[config.mk]
export PLATFORM = sky130hd
export DESIGN_NAME = vga_rect_fill_flat
export DESIGN_NICKNAME = d
export VERILOG_FILES = /design/src/rtl/vga_rect_fill_if.sv /design/src/rtl/vga_rect_fill.sv /design/src/flat_wrapper.sv
export SDC_FILE = /design/constraint.sdc
export NUM_CORES = 1
export LEC_CHECK = 0
export ABC_CLOCK_PERIOD_IN_PS = 3600
export CAP_MARGIN = 10
export CORE_MARGIN = 5
export CORE_UTILIZATION = 47
export DETAILED_ROUTE_END_ITERATION = 8
export GPL_TIMING_DRIVEN = 0
export PLACE_DENSITY = 0.72
export SLEW_MARGIN = 15
export SYNTH_ARGS = -nofsm -noshare
export SYNTH_HDL_FRONTEND = slang
export SYNTH_SLANG_ARGS = --single-unit
[constraint.sdc]
create_clock -name rclk -period 3.6 [get_ports rclk]
set_input_delay 1.08 -clock rclk [delete_from_list [all_inputs] [get_ports rclk]]
set_output_delay 1.08 -clock rclk [all_outputs]
set_load 0.005 [all_outputs]
[src/rtl/vga_rect_fill_if.sv]
// ---------------------------------------------------------------------------
// vga_rect_fill_if
// Bundles the fill-command handshake and the framebuffer write port of the
// rectangle-fill engine.
//   cmd_valid/cmd_ready          : command handshake
//   cmd_x/cmd_y/cmd_w/cmd_h      : rectangle origin and size (10 bit each)
//   cmd_color                    : RGB444 fill colour
//   busy/done                    : engine status, done is a one-cycle pulse
//   we/haddr/vaddr/wdata         : framebuffer write port
// Modports: slave = the engine, master = command issuer / write-port observer.
// ---------------------------------------------------------------------------
interface vga_rect_fill_if;
    logic        cmd_valid;
    logic        cmd_ready;
    logic [9:0]  cmd_x;
    logic [9:0]  cmd_y;
    logic [9:0]  cmd_w;
    logic [9:0]  cmd_h;
    logic [11:0] cmd_color;
    logic        busy;
    logic        done;
    logic        we;
    logic [9:0]  haddr;
    logic [9:0]  vaddr;
    logic [11:0] wdata;

    modport slave (
        input  cmd_valid, cmd_x, cmd_y, cmd_w, cmd_h, cmd_color,
        output cmd_ready, busy, done, we, haddr, vaddr, wdata
    );

    modport master (
        output cmd_valid, cmd_x, cmd_y, cmd_w, cmd_h, cmd_color,
        input  cmd_ready, busy, done, we, haddr, vaddr, wdata
    );
endinterface

[src/rtl/vga_rect_fill.sv]
// ---------------------------------------------------------------------------
// vga_rect_fill
// Rectangle-fill engine: accepts one fill command, clips it to the visible
// HSIZE x VSIZE framebuffer and emits one pixel write per clock in raster
// order.
//   rclk : clock (display block write-port clock)
//   rst  : asynchronous active-low reset
//   bus  : vga_rect_fill_if.slave (command handshake, status, write port)
// ---------------------------------------------------------------------------
module vga_rect_fill #(
    parameter int unsigned HSIZE = 320,
    parameter int unsigned VSIZE = 240
) (
    input  logic            rclk,
    input  logic            rst,
    vga_rect_fill_if.slave  bus
);

    typedef enum logic [1:0] {
        IDLE = 2'd0,
        CLIP = 2'd1,
        FILL = 2'd2,
        DONE = 2'd3
    } state_t;

    localparam logic [10:0] HLIM = 11'(HSIZE);
    localparam logic [10:0] VLIM = 11'(VSIZE);

    state_t      r_state;
    state_t      w_next;

    logic [9:0]  r_x0;
    logic [9:0]  r_y0;
    logic [10:0] r_xe;      // exclusive right edge, clamped in CLIP
    logic [10:0] r_ye;      // exclusive bottom edge, clamped in CLIP
    logic [9:0]  r_x;
    logic [9:0]  r_y;
    logic [11:0] r_color;

    logic        w_accept;
    logic [10:0] w_xe_clip;
    logic [10:0] w_ye_clip;
    logic        w_empty;
    logic        w_x_last;
    logic        w_y_last;

    assign w_accept  = (r_state == IDLE) && bus.cmd_valid;
    assign w_xe_clip = (r_xe > HLIM) ? HLIM : r_xe;
    assign w_ye_clip = (r_ye > VLIM) ? VLIM : r_ye;
    // Zero size and fully off-screen both collapse to "origin not left of edge".
    assign w_empty   = ({1'b0, r_x0} >= w_xe_clip) || ({1'b0, r_y0} >= w_ye_clip);
    // Only used in FILL, where r_xe/r_ye are already clamped and non-zero.
    assign w_x_last  = ({1'b0, r_x} == (r_xe - 11'd1));
    assign w_y_last  = ({1'b0, r_y} == (r_ye - 11'd1));

    always_ff @(posedge rclk or negedge rst) begin
        if (!rst) begin
            r_state <= IDLE;
        end else begin
            r_state <= w_next;
        end
    end

    always_comb begin
        w_next = r_state;
        case (r_state)
            IDLE: if (w_accept) w_next = CLIP;
            CLIP: w_next = w_empty ? DONE : FILL;
            FILL: if (w_x_last && w_y_last) w_next = DONE;
            DONE: w_next = IDLE;
            default: w_next = IDLE;
        endcase
    end

    always_ff @(posedge rclk or negedge rst) begin
        if (!rst) begin
            r_x0    <= '0;
            r_y0    <= '0;
            r_xe    <= '0;
            r_ye    <= '0;
            r_x     <= '0;
            r_y     <= '0;
            r_color <= '0;
        end else begin
            case (r_state)
                IDLE: begin
                    if (w_accept) begin
                        r_x0    <= bus.cmd_x;
                        r_y0    <= bus.cmd_y;
                        r_color <= bus.cmd_color;
                        r_xe    <= {1'b0, bus.cmd_x} + {1'b0, bus.cmd_w};
                        r_ye    <= {1'b0, bus.cmd_y} + {1'b0, bus.cmd_h};
                    end
                end
                CLIP: begin
                    r_xe <= w_xe_clip;
                    r_ye <= w_ye_clip;
                    r_x  <= r_x0;
                    r_y  <= r_y0;
                end
                FILL: begin
                    if (w_x_last) begin
                        r_x <= r_x0;
                        r_y <= r_y + 10'd1;
                    end else begin
                        r_x <= r_x + 10'd1;
                    end
                end
                default: ;
            endcase
        end
    end

    // Write enable decodes from the state register, so an asynchronous reset
    // drops it at once.
    assign bus.cmd_ready = (r_state == IDLE);
    assign bus.busy      = (r_state != IDLE);
    assign bus.done      = (r_state == DONE);
    assign bus.we        = (r_state == FILL);
    assign bus.haddr     = r_x;
    assign bus.vaddr     = r_y;
    assign bus.wdata     = r_color;

endmodule
[src/flat_wrapper.sv]
// flat-port wrapper written by rule: the top's interface ports become plain ports
module vga_rect_fill_flat 
#(
    parameter int unsigned HSIZE = 320,
    parameter int unsigned VSIZE = 240
)
  (rclk, rst, bus_cmd_valid, bus_cmd_x, bus_cmd_y, bus_cmd_w, bus_cmd_h, bus_cmd_color, bus_cmd_ready, bus_busy, bus_done, bus_we, bus_haddr, bus_vaddr, bus_wdata);
  vga_rect_fill_if bus_i ();
  input  logic rclk;
  input  logic rst;
  input wire logic [$bits(bus_i.cmd_valid)-1:0] bus_cmd_valid;
  input wire logic [$bits(bus_i.cmd_x)-1:0] bus_cmd_x;
  input wire logic [$bits(bus_i.cmd_y)-1:0] bus_cmd_y;
  input wire logic [$bits(bus_i.cmd_w)-1:0] bus_cmd_w;
  input wire logic [$bits(bus_i.cmd_h)-1:0] bus_cmd_h;
  input wire logic [$bits(bus_i.cmd_color)-1:0] bus_cmd_color;
  output wire logic [$bits(bus_i.cmd_ready)-1:0] bus_cmd_ready;
  output wire logic [$bits(bus_i.busy)-1:0] bus_busy;
  output wire logic [$bits(bus_i.done)-1:0] bus_done;
  output wire logic [$bits(bus_i.we)-1:0] bus_we;
  output wire logic [$bits(bus_i.haddr)-1:0] bus_haddr;
  output wire logic [$bits(bus_i.vaddr)-1:0] bus_vaddr;
  output wire logic [$bits(bus_i.wdata)-1:0] bus_wdata;
  assign bus_i.cmd_valid = bus_cmd_valid;
  assign bus_i.cmd_x = bus_cmd_x;
  assign bus_i.cmd_y = bus_cmd_y;
  assign bus_i.cmd_w = bus_cmd_w;
  assign bus_i.cmd_h = bus_cmd_h;
  assign bus_i.cmd_color = bus_cmd_color;
  assign bus_cmd_ready = bus_i.cmd_ready;
  assign bus_busy = bus_i.busy;
  assign bus_done = bus_i.done;
  assign bus_we = bus_i.we;
  assign bus_haddr = bus_i.haddr;
  assign bus_vaddr = bus_i.vaddr;
  assign bus_wdata = bus_i.wdata;
  vga_rect_fill #(.HSIZE(HSIZE), .VSIZE(VSIZE)) u_core (.rclk(rclk), .rst(rst), .bus(bus_i));
endmodule
## Yosys cells after proc, flatten, opt, wreduce, memory -nomap -nowiden

Index checks and enable logic that the tools add are counted.

- Input bits: 55
- RAM bits: 0
- Memories kept: 0
- Output and inout port bits: 36
- ROM bits: 0
- Bits in registers: 76
- Latch bits: 0

- Multiply operators: 0
- Bitwise operators: 0
- Reductions and logical operators: 11
- Magnitude comparators: 4
- Multiplexer cells: 14
- Shift operators: 0
- Equality and inequality tests: 8
- Divide/modulo/power cells: 0
- Add/subtract/negate cells: 6

Operators with widths:

| cell | number |
|---|---|
| two-way mux 11 bit | 4 |
| case mux 11 bit (2 select lines) | 2 |
| case mux 10 bit (2 select lines) | 2 |
| adder 10 x 10 -> 11 bit | 2 |
| equality test 10 x 11 -> 1 bit | 2 |
| >= comparator 10 x 11 -> 1 bit | 2 |
| subtractor 11 x 1 -> 11 bit, second input constant | 2 |
| adder 10 x 1 -> 10 bit, second input constant | 2 |
| two-way mux 10 bit | 2 |
| greater-than comparator 11 x 8 -> 1 bit, second input constant | 1 |
| greater-than comparator 11 x 9 -> 1 bit, second input constant | 1 |
| case mux 2 bit (4 select lines) | 1 |
| AND reduction 2 bit | 4 |
| inequality test 2 x 1 -> 1 bit, second input constant | 3 |
| nonzero test 2 bit | 3 |
| equality test 2 bit, second input constant | 2 |
| two-way mux 2 bit | 2 |
| equality test 2 x 1 -> 1 bit, second input constant | 1 |
| logical AND 1 bit | 2 |
| zero test 2 bit | 1 |
| logical OR 1 bit | 1 |
| two-way mux 1 bit | 1 |

## Longest topological paths before layout

- Depth in word-level cells: 6
- Depth in mapped cells: 17

## Worst setup path after synthesis

Ideal clock, no wire load.

- Path type: register to register
- Start: register u_core.r_xe[0]
- End: register u_core.r_state[0]
- Arrival time: 3192 ps
- Path buffers: 1
- Stages on the path, launching flop included: 18
- Data required time: 3513 ps
- Library setup time: 87 ps
- Path slack: 321 ps
- Cells stage by stage: dfrtp_1 -> inv_1 -> ha_1 -> or4b_4 -> buf_6 -> o21ai_0 -> a21boi_0 -> nor3_1 -> nand2_1 -> ha_1 -> nand2_1 -> o21ai_0 -> a31oi_1 -> o21ai_0 -> o2111ai_1 -> a31oi_1 -> nor3_1 -> a22oi_1

- Cells in the longest elaborated chain, start to end: 6
- Elaborated cells between the ends (all ways): 11

Ends and longest elaborated chain:

| element | RTL line | text |
|---|---|---|
| start: declaration | vga_rect_fill.sv:34 | `logic [10:0] r_xe;` |
| start signal: assignment | vga_rect_fill.sv:91 | `r_xe <= {1'b0, bus.cmd_x} + {1'b0, bus.cmd_w};` |
| start signal: assignment | vga_rect_fill.sv:96 | `r_xe <= w_xe_clip;` |
| greater-than comparator 11 x 9 -> 1 bit | vga_rect_fill.sv:48 | `assign w_xe_clip = (r_xe > HLIM) ? HLIM : r_xe;` |
| two-way mux 11 bit | vga_rect_fill.sv:48 |  |
| >= comparator 10 x 11 -> 1 bit | vga_rect_fill.sv:51 | `assign w_empty = ({1'b0, r_x0} >= w_xe_clip) \|\| ({1'b0, r_y0} >= w_ye_clip);` |
| logical OR 1 bit | vga_rect_fill.sv:51 |  |
| two-way mux 1 bit | vga_rect_fill.sv:68 | `CLIP: w_next = w_empty ? DONE : FILL;` |
| case mux 2 bit (4 select lines) | vga_rect_fill.sv:66 | `case (r_state)` |
| end signal: assignment | vga_rect_fill.sv:60 | `r_state <= w_next;` |
| end: declaration | vga_rect_fill.sv:29 | `state_t r_state;` |

Parallel ways exist; a longest one is shown, timed or not.
A chain may end at the register's enable or synchronous reset.

## Worst setup path after layout

Ends and elaborated chain as after synthesis.

==> flow_summary.ini <==
[critical_path]
critPathBufInv = 3
critical_path_cell_count = 17
r2r_setup_slack_ns = 0.22
worstPathMaxFanout = 8
startpoint_type = flip-flop
path_delay_family = compound AO/OA/AOI/OAI gates
cp_cell_sequence = inv_2 > ha_4 > or4b_4 > buf_6 > o21ai_2 > a21boi_2 > nor3_4 > buf_4 > nand2_1 > ha_1 > a21o_1 > a31oi_1 > o21ai_1 > o2111ai_1 > a31oi_1 > nor3_1 > a22oi_1
crit_arrival_ns = 3.59
crit_top_cell = a31oi_1
critPathCapture = u_core.r_state[0]
worst_path_max_delay_cell = or4b_4
r2r-start = u_core.r_xe[0]
critPathLaunch = u_core.r_xe[0]
ff2ff_path_depth = 17
cp-end-kind = flip-flop
cpPeakStageDelay_ns = 0.47
required_ns = 3.82
worstSetupPathType = flip-flop to flip-flop
timing.rr.end = u_core.r_state[0]

[die]
start_util = 0.481
die_w_um = 118
dieArea_um2 = 13900
io_pins = 91
num_rows = 39
dieHeight_um = 118
core_area_um2 = 11400

[layout]
syn2layout_area_growth_pct = 27.0
finalNonFillerCells = 853
final_nets = 812
nFillCells = 986
layout_commonest_cell = clkdlybuf4s50_1
drive_gt1_frac = 0.106
antennaDiodeCount = 0
final_cell_mix = clkdlybuf4s50_1, dfrtp_1, nand2_1, ha_1, a21oi_1

[place]
dpl.hpwl_mm = 11.2
dp_cells = 834
portBuffers = 90
gp_congestion = 0.902
place_ws_ns = -0.366

[detailed_routing]
wire_per_inst_um = 16.8
drt-vias-per-instance = 5.76
first_pass_iters = 5
drc = 0
drt_wl_total_mm = 14.4
ant_nets = 0
routed-via-count = 4915
drt-initial-drc-count = 265

[grt]
antenna_found_initial = 0
grt_pass1_vias = 4980
gr-total-overflow = 0
grt_pass1_wl_mm = 24.1
grt_max_degree = 59
track_usage = 0.208

[clock_network]
cts_buffers = 9
clock_sinks = 76
clk_latency_ns = 0.34
cts_buffer_depth = 2
cts_root_buffer = clkbuf_16
clkTransAtPathRegs_ns = 0.06
cts_tree = built
cts_max_level = 3
postCtsHoldBufs = 0

[power]
p_per_area_nw_per_um2 = 900
switching_power_uw = 2670
power.internal_uw = 3600
peakVddDrop_mv = 0.402
cellLeakagePower_uw = 0.00296
power_frac_comb = 0.579
pwr-share-clk = 0.137
p_seq_frac = 0.284
power.total_uw = 6270
swShare = 0.426

[sta]
finalMaxSlewViolations = 0
relSlewSlack = 0.540
fin_crit_sh = 0.938
worst_slew_pin_slew_ns = 0.690
fin_ws_ns = 0.224
fin_setup_tns_ns = 0
post-route-min-period_ns = 3.38
hold_viol = 0
max_freq_ghz = 0.296
setup_viol = 0
rsz0062_at_grt = yes
skew_ns = 0.00784

[synth]
ys_ff_latch = 76
yosys.cell_types.count = 66
synthArstFlopShare = 1.00
synth.avg_cell_area_um2 = 9.18
yosysSeqAreaShare = 0.346
postSynthCellCount = 598
synth_edf_count = 0
yosys_warnings = 0
netlist_area_um2 = 5490
synth_ff_type = dfrtp_1

[run]
drv_cap = 0

[worst_hold_path]
hp-class = flip-flop to flip-flop

[outcome]
outcome = finished, final reports clean
metrics by stage:
step / hold slack, ns / cell area, um2 / util
floorplan: 0.478 / 5500 / -
global placement: 0.487 / 6580 / 0.576
detailed placement: 0.492 / 6600 / 0.578
CTS: 0.505 / 6910 / 0.605
global route: 0.523 / 6970 / 0.611
finish: 0.502 / 6970 / 0.611
power groups by stage:
stage / Clock [uW] / Combinational (uW) / Sequential (uW)
4_1_cts: 872 / 3530 / 1770
6_report: 860 / 3630 / 1780
5_1_grt: 911 / 4050 / 1840
3_5_place_dp: 0 / 3440 / 1780
3_3_place_gp: 0 / 3300 / 1750
2_1_floorplan: 0 / 2380 / 1620
cells in the mapped netlist, drive strengths merged, types with 3 or more instances:
| cell | count | area, um2 |
|---|---|---|
| dfrtp | 76 | 1900 |
| ha | 48 | 601 |
| nand2 | 48 | 183 |
| o21ai | 41 | 209 |
| a21oi | 40 | 200 |
| nor2 | 37 | 139 |
| inv | 34 | 128 |
| mux2 | 31 | 349 |
| xnor2 | 27 | 236 |
| clkbuf | 24 | 90.1 |
| xor2 | 15 | 131 |
| nor2b | 14 | 87.6 |
| nor3 | 14 | 70.1 |
| a211oi | 13 | 97.6 |
| nand3 | 11 | 60.1 |
| nor4 | 11 | 83.8 |
| a31oi | 9 | 56.3 |
| mux2i | 8 | 80.1 |
| a21o | 7 | 52.6 |
| a21boi | 6 | 45.0 |
| a22oi | 6 | 45.0 |
| and3 | 6 | 37.5 |
| buf | 6 | 50.0 |
| nand4 | 6 | 37.5 |
| or3 | 6 | 37.5 |
| and2 | 5 | 31.3 |
| o21a | 4 | 30.0 |
| o22ai | 4 | 25.0 |
| nor3b | 3 | 22.5 |
| o211ai | 3 | 27.5 |
| or4 | 3 | 22.5 |
how the worst min path moves through the flow:
stage,startpoint,slack [ns],depth (start not counted),end
after CTS,u_core.bus.wdata[6],0.50,1,u_core.bus.wdata[6]
after global routing,u_core.bus.wdata[6],0.52,1,u_core.bus.wdata[6]
after detailed placement,u_core.bus.wdata[6],0.49,1,u_core.bus.wdata[6]
final,u_core.bus.wdata[6],0.50,1,u_core.bus.wdata[6]
after global placement,u_core.bus.wdata[11],0.49,1,u_core.bus.wdata[11]
after floorplan,u_core.r_x0[1],0.48,2,u_core.r_x0[1]
kinds of logic after synthesis:
family | count (synthesis) | synth area share
buf+inv | 64 | 0.0488
simple gates | 169 | 0.157
xor+xnor | 42 | 0.0670
compound gates | 157 | 0.186
flops | 76 | 0.346
other cells | 1 | 0.000683
mux | 39 | 0.0781
fa+ha+maj | 50 | 0.117
state kept, by name (all words and copies together) (netlist names):
register,cells
u_core.bus.haddr,10
u_core.bus.vaddr,10
u_core.bus.wdata,12
u_core.r_state,2
u_core.r_x0,10
u_core.r_xe,11
u_core.r_y0,10
u_core.r_ye,11
final cells by class:
class | count | area, um2 | area share
Multi-Input combinational cell | 460 | 3380 | 0.485
Timing Repair Buffer | 96 | 963 | 0.138
Clock buffer | 13 | 270 | 0.0388
Sequential cell | 76 | 1900 | 0.273
Buffer | 30 | 140 | 0.0201
Clock inverter | 1 | 7.51 | 0.00108
Inverter | 34 | 128 | 0.0183
Tap cell | 143 | 179 | 0.0257
per-layer routing:
layer / GRT usage / vias to the layer above / wire length, um
li1: - / 2381 / -
met2: 0.333 / 145 / 6880
met5: 0 / - / 0
met1: 0.274 / 2369 / 6280
met4: 0.0810 / 0 / 259
met3: 0.0452 / 20 / 949
repair_timing:
action | in CTS | in global routing
resized for setup | 4 | 13
pin swaps | 2 | 3
setup buffers | 2 | 3
endpoints found under the setup margin | 1 | 2
endpoints found under the hold margin | 0 | 0
(Power assumes the default switching activity.)
